<file path="config.mk">
export PLATFORM = sky130hd
export DESIGN_NAME = cam_init
export DESIGN_NICKNAME = d
export VERILOG_FILES = /design/src/rtl/cam_pkg.sv /design/src/rtl/sccb_write.sv /design/src/rtl/cam_init.sv
export SDC_FILE = /design/constraint.sdc
export NUM_CORES = 1
export LEC_CHECK = 0
export ABC_AREA = 1
export CORE_AREA = 2 2 92 94
export DETAILED_ROUTE_END_ITERATION = 10
export DIE_AREA = 0 0 94 96
export GPL_TIMING_DRIVEN = 1
export PLACE_DENSITY = 0.78
export REMOVE_ABC_BUFFERS = 1
export SYNTH_ARGS = -nofsm -noshare
export SYNTH_HDL_FRONTEND = slang
export SYNTH_SLANG_ARGS = --single-unit
</file>
<file path="constraint.sdc">
create_clock -name i_clk -period 3.3 [get_ports i_clk]
set_input_delay 0.825 -clock i_clk [delete_from_list [all_inputs] [get_ports i_clk]]
set_output_delay 0.825 -clock i_clk [all_outputs]
set_load 0.005 [all_outputs]
</file>
<file path="src/rtl/cam_pkg.sv">
// Shared constants and state encodings for the OV7670 configuration sequencer
// and its SCCB write engine.
package cam_pkg;

  localparam logic [15:0] END_MARK     = 16'hFFFF;
  localparam logic [15:0] DELAY_MARK   = 16'hFFF0;
  localparam logic [7:0]  OV7670_WR_ID = 8'h42;

  typedef enum logic [2:0] {
    ST_IDLE,
    ST_FETCH,
    ST_DECODE,
    ST_WRITE,
    ST_DELAY,
    ST_DONE
  } seq_state_t;

  typedef enum logic [2:0] {
    EN_IDLE,
    EN_START,
    EN_BIT,
    EN_STOP,
    EN_GAP
  } eng_state_t;

endpackage

</file>
<file path="src/rtl/sccb_write.sv">
// SCCB 3-phase write engine: start, three 9-bit phases (9th bit released), stop,
// one-cycle ack, then a 4-quarter bus-free gap. All timing in quarter-bit ticks.
module sccb_write
  import cam_pkg::*;
#(
  parameter int QTR = 10
) (
  input  logic       i_clk,
  input  logic       i_rst,
  input  logic       i_req,
  input  logic [7:0] i_byte0,
  input  logic [7:0] i_byte1,
  input  logic [7:0] i_byte2,
  output logic       o_ack,
  output logic       o_sioc,
  output logic       o_siod,
  output logic       o_siod_oe
);

  // state  | meaning
  // IDLE   | bus idle high, waiting for req
  // START  | SIOD low with SIOC high for 2q
  // BIT    | 27 bits of 4q each, quarter index in qidx
  // STOP   | SIOC low 2q, SIOC high 2q, then SIOD high + ack
  // GAP    | 4q bus-free time before the next start

  localparam int QW = (QTR > 1) ? $clog2(QTR) : 1;
  localparam logic [QW-1:0] QLOAD = QW'(QTR - 1);

  eng_state_t      state;
  logic [QW-1:0]   qcnt;
  logic [1:0]      qidx;
  logic [3:0]      bidx;
  logic [1:0]      pidx;
  logic [2:0][7:0] bytes_q;
  logic            tick;

  assign tick = (qcnt == '0);

  always_ff @(posedge i_clk or posedge i_rst) begin
    if (i_rst) begin
      state     <= EN_IDLE;
      qcnt      <= '0;
      qidx      <= '0;
      bidx      <= '0;
      pidx      <= '0;
      bytes_q   <= '0;
      o_ack     <= 1'b0;
      o_sioc    <= 1'b1;
      o_siod    <= 1'b1;
      o_siod_oe <= 1'b1;
    end else begin
      o_ack <= 1'b0;
      if (state != EN_IDLE) begin
        qcnt <= tick ? QLOAD : qcnt - 1'b1;
        if (tick) qidx <= qidx + 1'b1;
      end
      case (state)
        EN_IDLE: begin
          if (i_req) begin
            bytes_q <= {i_byte2, i_byte1, i_byte0};
            o_siod  <= 1'b0;
            qcnt    <= QLOAD;
            qidx    <= '0;
            state   <= EN_START;
          end
        end
        EN_START: begin
          if (tick && qidx == 2'd1) begin
            state  <= EN_BIT;
            qidx   <= '0;
            bidx   <= '0;
            pidx   <= '0;
            o_sioc <= 1'b0;
            o_siod <= bytes_q[0][7];
          end
        end
        EN_BIT: begin
          if (tick) begin
            if (qidx == 2'd1) begin
              o_sioc <= 1'b1;
            end else if (qidx == 2'd3) begin
              o_sioc <= 1'b0;
              if (bidx == 4'd8) begin
                o_siod_oe <= 1'b1;
                bidx      <= '0;
                if (pidx == 2'd2) begin
                  state  <= EN_STOP;
                  o_siod <= 1'b0;
                end else begin
                  pidx   <= pidx + 2'd1;
                  o_siod <= bytes_q[pidx + 2'd1][7];
                end
              end else if (bidx == 4'd7) begin
                // 9th bit: release the line, slave level is not inspected
                bidx      <= 4'd8;
                o_siod_oe <= 1'b0;
                o_siod    <= 1'b1;
              end else begin
                bidx   <= bidx + 4'd1;
                o_siod <= bytes_q[pidx][3'd6 - bidx[2:0]];
              end
            end
          end
        end
        EN_STOP: begin
          if (tick) begin
            if (qidx == 2'd1) begin
              o_sioc <= 1'b1;
            end else if (qidx == 2'd3) begin
              o_siod <= 1'b1;
              o_ack  <= 1'b1;
              qidx   <= '0;
              state  <= EN_GAP;
            end
          end
        end
        EN_GAP: begin
          if (tick && qidx == 2'd3) state <= EN_IDLE;
        end
        default: state <= EN_IDLE;
      endcase
    end
  end

endmodule

</file>
<file path="src/rtl/cam_init.sv">
// OV7670 register-configuration sequencer: walks a {reg_addr, reg_data} ROM,
// issues one SCCB write per entry, honours delay markers, flags completion.
module cam_init
  import cam_pkg::*;
#(
  parameter int         CLK_HZ   = 25_000_000,
  parameter int         SCCB_HZ  = 100_000,
  parameter int         DELAY_MS = 10,
  parameter logic [7:0] CAM_ID   = OV7670_WR_ID,
  parameter int         ROM_AW   = 8
) (
  input  logic              i_clk,
  input  logic              i_rst,
  input  logic              i_start,
  output logic [ROM_AW-1:0] o_rom_addr,
  input  logic [15:0]       i_rom_data,
  output logic              o_sioc,
  output logic              o_siod,
  output logic              o_siod_oe,
  output logic              o_busy,
  output logic              o_done
);

  // state  | meaning
  // IDLE   | waiting for i_start
  // FETCH  | ROM address presented, data arrives next cycle
  // DECODE | classify entry: end marker, delay marker or register write
  // WRITE  | req held to the SCCB engine until ack
  // DELAY  | wait DLY cycles
  // DONE   | terminal, left only through reset

  localparam int QTR = CLK_HZ / (4 * SCCB_HZ);
  localparam int DLY = DELAY_MS * (CLK_HZ / 1000);
  localparam int DW  = $clog2(DLY + 1);

  seq_state_t     state;
  logic [15:0]    entry;
  logic           req;
  logic           ack;
  logic [DW-1:0]  dcnt;

  always_ff @(posedge i_clk or posedge i_rst) begin
    if (i_rst) begin
      state      <= ST_IDLE;
      o_rom_addr <= '0;
      o_busy     <= 1'b0;
      o_done     <= 1'b0;
      entry      <= '0;
      req        <= 1'b0;
      dcnt       <= '0;
    end else begin
      case (state)
        ST_IDLE: begin
          if (i_start) begin
            o_busy <= 1'b1;
            state  <= ST_FETCH;
          end
        end
        ST_FETCH: state <= ST_DECODE;
        ST_DECODE: begin
          entry <= i_rom_data;
          if (i_rom_data == END_MARK) begin
            state <= ST_DONE;
          end else if (i_rom_data == DELAY_MARK) begin
            dcnt  <= DW'(DLY - 1);
            state <= ST_DELAY;
          end else begin
            req   <= 1'b1;
            state <= ST_WRITE;
          end
        end
        ST_WRITE: begin
          if (ack) begin
            req <= 1'b0;
            // the last ROM slot ends the sequence rather than wrapping to 0
            if (&o_rom_addr) begin
              state <= ST_DONE;
            end else begin
              o_rom_addr <= o_rom_addr + 1'b1;
              state      <= ST_FETCH;
            end
          end
        end
        ST_DELAY: begin
          if (dcnt == '0) begin
            if (&o_rom_addr) begin
              state <= ST_DONE;
            end else begin
              o_rom_addr <= o_rom_addr + 1'b1;
              state      <= ST_FETCH;
            end
          end else begin
            dcnt <= dcnt - 1'b1;
          end
        end
        ST_DONE: begin
          o_done <= 1'b1;
          o_busy <= 1'b0;
        end
        default: state <= ST_IDLE;
      endcase
    end
  end

  sccb_write #(
    .QTR(QTR)
  ) u_sccb (
    .i_clk     (i_clk),
    .i_rst     (i_rst),
    .i_req     (req),
    .i_byte0   (CAM_ID),
    .i_byte1   (entry[15:8]),
    .i_byte2   (entry[7:0]),
    .o_ack     (ack),
    .o_sioc    (o_sioc),
    .o_siod    (o_siod),
    .o_siod_oe (o_siod_oe)
  );

endmodule

</file>
==> results.cfg <==
[worst_setup_path]
cpPeakStageDelay_ns = 0.50
required_ns = 3.58
crit_path_cell_trace = clkdlybuf4s50_1, nand4_1, nor2_1, nand2_1, nand2_1, nand2_2, inv_2, o21ai_0, o21ai_0
critPathMaxFanout = 26
crit_path_top_delay_cell = clkdlybuf4s50_1
cp.arrival_ns = 2.72
cp-end-kind = flop
cp-start-kind = primary input
timing_worst_setup_path_type = in -> reg
r2r_start = dcnt[0]$_DFFE_PP0P_
setup.worst_path.start = i_rom_data[13]

[sta]
setup-violations-final = 0
skew_ns = 0.0182
worst_pin_slew_ns = 0.615
layout_worst_path_cycle_share_pct = 73.9
drv_slew = 0
setup_slack_ns = 0.861
rsz0062_at_grt = no
tns_ns = 0
hold_ws_ns = 0.475
post-route-min-period_ns = 2.44
hold_violations = 0
fmax_mhz = 410
slew_headroom_pct = 58.6

[floorplanning]
start_util_pct = 57.4
fp.dieH_microns = 96
die_area_sq_um = 9020
core-area_sq_um = 8050
ios = 32
rows = 33
die_x_microns = 94

[clock_tree]
tritoncts = yes
cts_max_path_buffers = 2
postCtsSetupRepairBufs = 0
cts_resized = 0
clk_latency_ns = 0.36
cts_max_level = 3
cts_made_buffers = 9
cts_hold_buf = 0
cts_root_buffer = clkbuf_8
cts.sinks = 86
clkSlewWorstSetupHoldPaths_ns = 0.09

[cells_and_area]
final_cell_mix = 155 x nand2_1, 83 x dfrtp_1, 69 x inv_1
diodes = 0
area_growth_pct = 14.1
fin_nets = 653
postLayoutCellArea_sq_um = 5270
layout.cells.most_common = nand2_1
drive_gt1_share_pct = 8.43

[pwr]
power_density_nw_per_um2 = 619
leakagePower_nw = 2.44
p_total_mw = 3.27
vdd_drop_max_uv = 434

[place]
hpwlAfterDp_microns = 7470
placed_cell_area_sq_um = 5040
place_ws_ns = 0.539
place.gp.congestion = 0.874
io_buffers = 31

[global_routing]
overflow = 0
grt_usage_pct = 24.9
grt_pass1_wl_microns = 17700
antenna_found_initial = 0
grt_max_degree = 45
grt_pass1_vias = 3985

[drt]
drc = 0
first_iter_violations = 197
first_pass_iters = 5
num_vias = 3956
wl_per_cell_microns = 13.8
wl_microns = 10100
viasPerCell = 5.39
drtAntennaViolNets = 0

[worst_hold_path]
hp-start = u_sccb.o_sioc$_DFFE_PP1P_
worst_hold_path_type = reg -> reg

[synthesis]
postSynthCellCount = 588
seq_area_frac_synth_pct = 46.7
yosysWarnings = 0
postSynthAreaPerCell_sq_um = 7.86
synthesis.area_sq_um = 4620
synth_seq_cells = 86
synth_cell_type_count = 39

[status]
run_status = complete, no violations

[job]
drv_cap = 0
critical path, delay by kind of cell:
| family | cells | cell delay [ns] |
|---|---|---|
| compound gates | 2 | 0.22 |
| buf+inv | 2 | 0.77 |
| simple gates | 5 | 0.90 |
routing by layer:
layer,wire (microns),global-route usage [%]
met5,0,0
met4,202,10.1
met3,420,3.92
met2,4930,42.7
met1,4550,31.6
stage by stage:
step           std cells  utilization (%)
2_1_floorplan        579                -
3_3_place_gp         718             62.6
3_5_place_dp         718             62.6
4_1_cts              734             65.5
5_1_grt              734             65.5
6_report             734             65.5
area by class of cell:
class | instances | area (sq um)
Fill cell | 662 | 2780
Sequential cell | 86 | 2160
Multi-Input combinational cell | 412 | 2110
Timing Repair Buffer | 34 | 345
Inverter | 81 | 305
Clock buffer | 10 | 138
Tap cell | 105 | 131
Clock inverter | 6 | 91.3
cells by family after synthesis:
kind of cell	after synthesis	share of synthesized area, %
AO/OA/AOI/OAI	89	10.8
adder cells (fa/ha/maj)	10	2.71
flip-flops	86	46.7
XOR/XNOR	21	3.98
multiplexers	1	0.217
buffers and inverters	90	7.77
AND/OR/NAND/NOR	291	27.9
report_power, final:
part | internal (mW) | switching [mW] | total [mW]
combinational | 0.362 | 0.642 | 1.00
clock | 0.453 | 0.395 | 0.847
sequential | 1.27 | 0.149 | 1.41
cell usage after synthesis (all sizes together):
cell / count / area [sq um]
or2: 3 / 18.8
dfstp: 3 / 78.8
a21oi: 6 / 30.0
a22oi: 2 / 15.0
ha: 10 / 125
buf: 5 / 40.0
a22o: 1 / 8.76
a31oi: 2 / 12.5
clkbuf: 4 / 15.0
o31ai: 8 / 60.1
o21ai: 66 / 338
o2111ai: 1 / 8.76
dfrtp: 83 / 2080
xor2: 13 / 114
nor3: 13 / 97.6
a21boi: 1 / 7.51
xnor2: 8 / 70.1
o311ai: 1 / 8.76
nor4: 2 / 12.5
nand4: 10 / 62.6
nand3: 45 / 225
mux2i: 1 / 10.0
nor2: 58 / 253
nand3b: 2 / 15.0
inv: 81 / 304
nand2: 158 / 606
o211ai: 1 / 7.51
path summary, 6_finish.rpt:
check                                             to  slack, ns  cells after the start
setup / recovery                 dcnt[0]$_DFFE_PP0P_       0.86                      9
hold / removal             u_sccb.o_sioc$_DFFE_PP1P_       0.48                      2
setup reg to reg                dcnt[14]$_DFFE_PP0P_       1.18                     11
hold reg to reg            u_sccb.o_sioc$_DFFE_PP1P_       0.48                      2
max in group asynchronous  u_sccb.o_sioc$_DFFE_PP1P_       1.83                      3
min in group asynchronous  o_rom_addr[5]$_DFFE_PP0P_       0.81                      2
sequential cells by signal, summed over array words and instances (netlist names):
| register | cells |
|---|---|
| u_sccb.qidx | 2 |
| u_sccb.o_ack | 1 |
| o_busy | 1 |
| u_sccb.state | 3 |
| u_sccb.bidx | 4 |
| u_sccb.o_sioc | 1 |
| o_rom_addr | 8 |
| o_done | 1 |
| u_sccb.qcnt | 6 |
| u_sccb.o_siod_oe | 1 |
| state | 3 |
| u_sccb.o_siod | 1 |
| entry | 16 |
| u_sccb.pidx | 2 |
| req | 1 |
| dcnt | 18 |
| u_sccb.bytes_q | 17 |
Note: power is estimated with default switching activity, not from simulation.
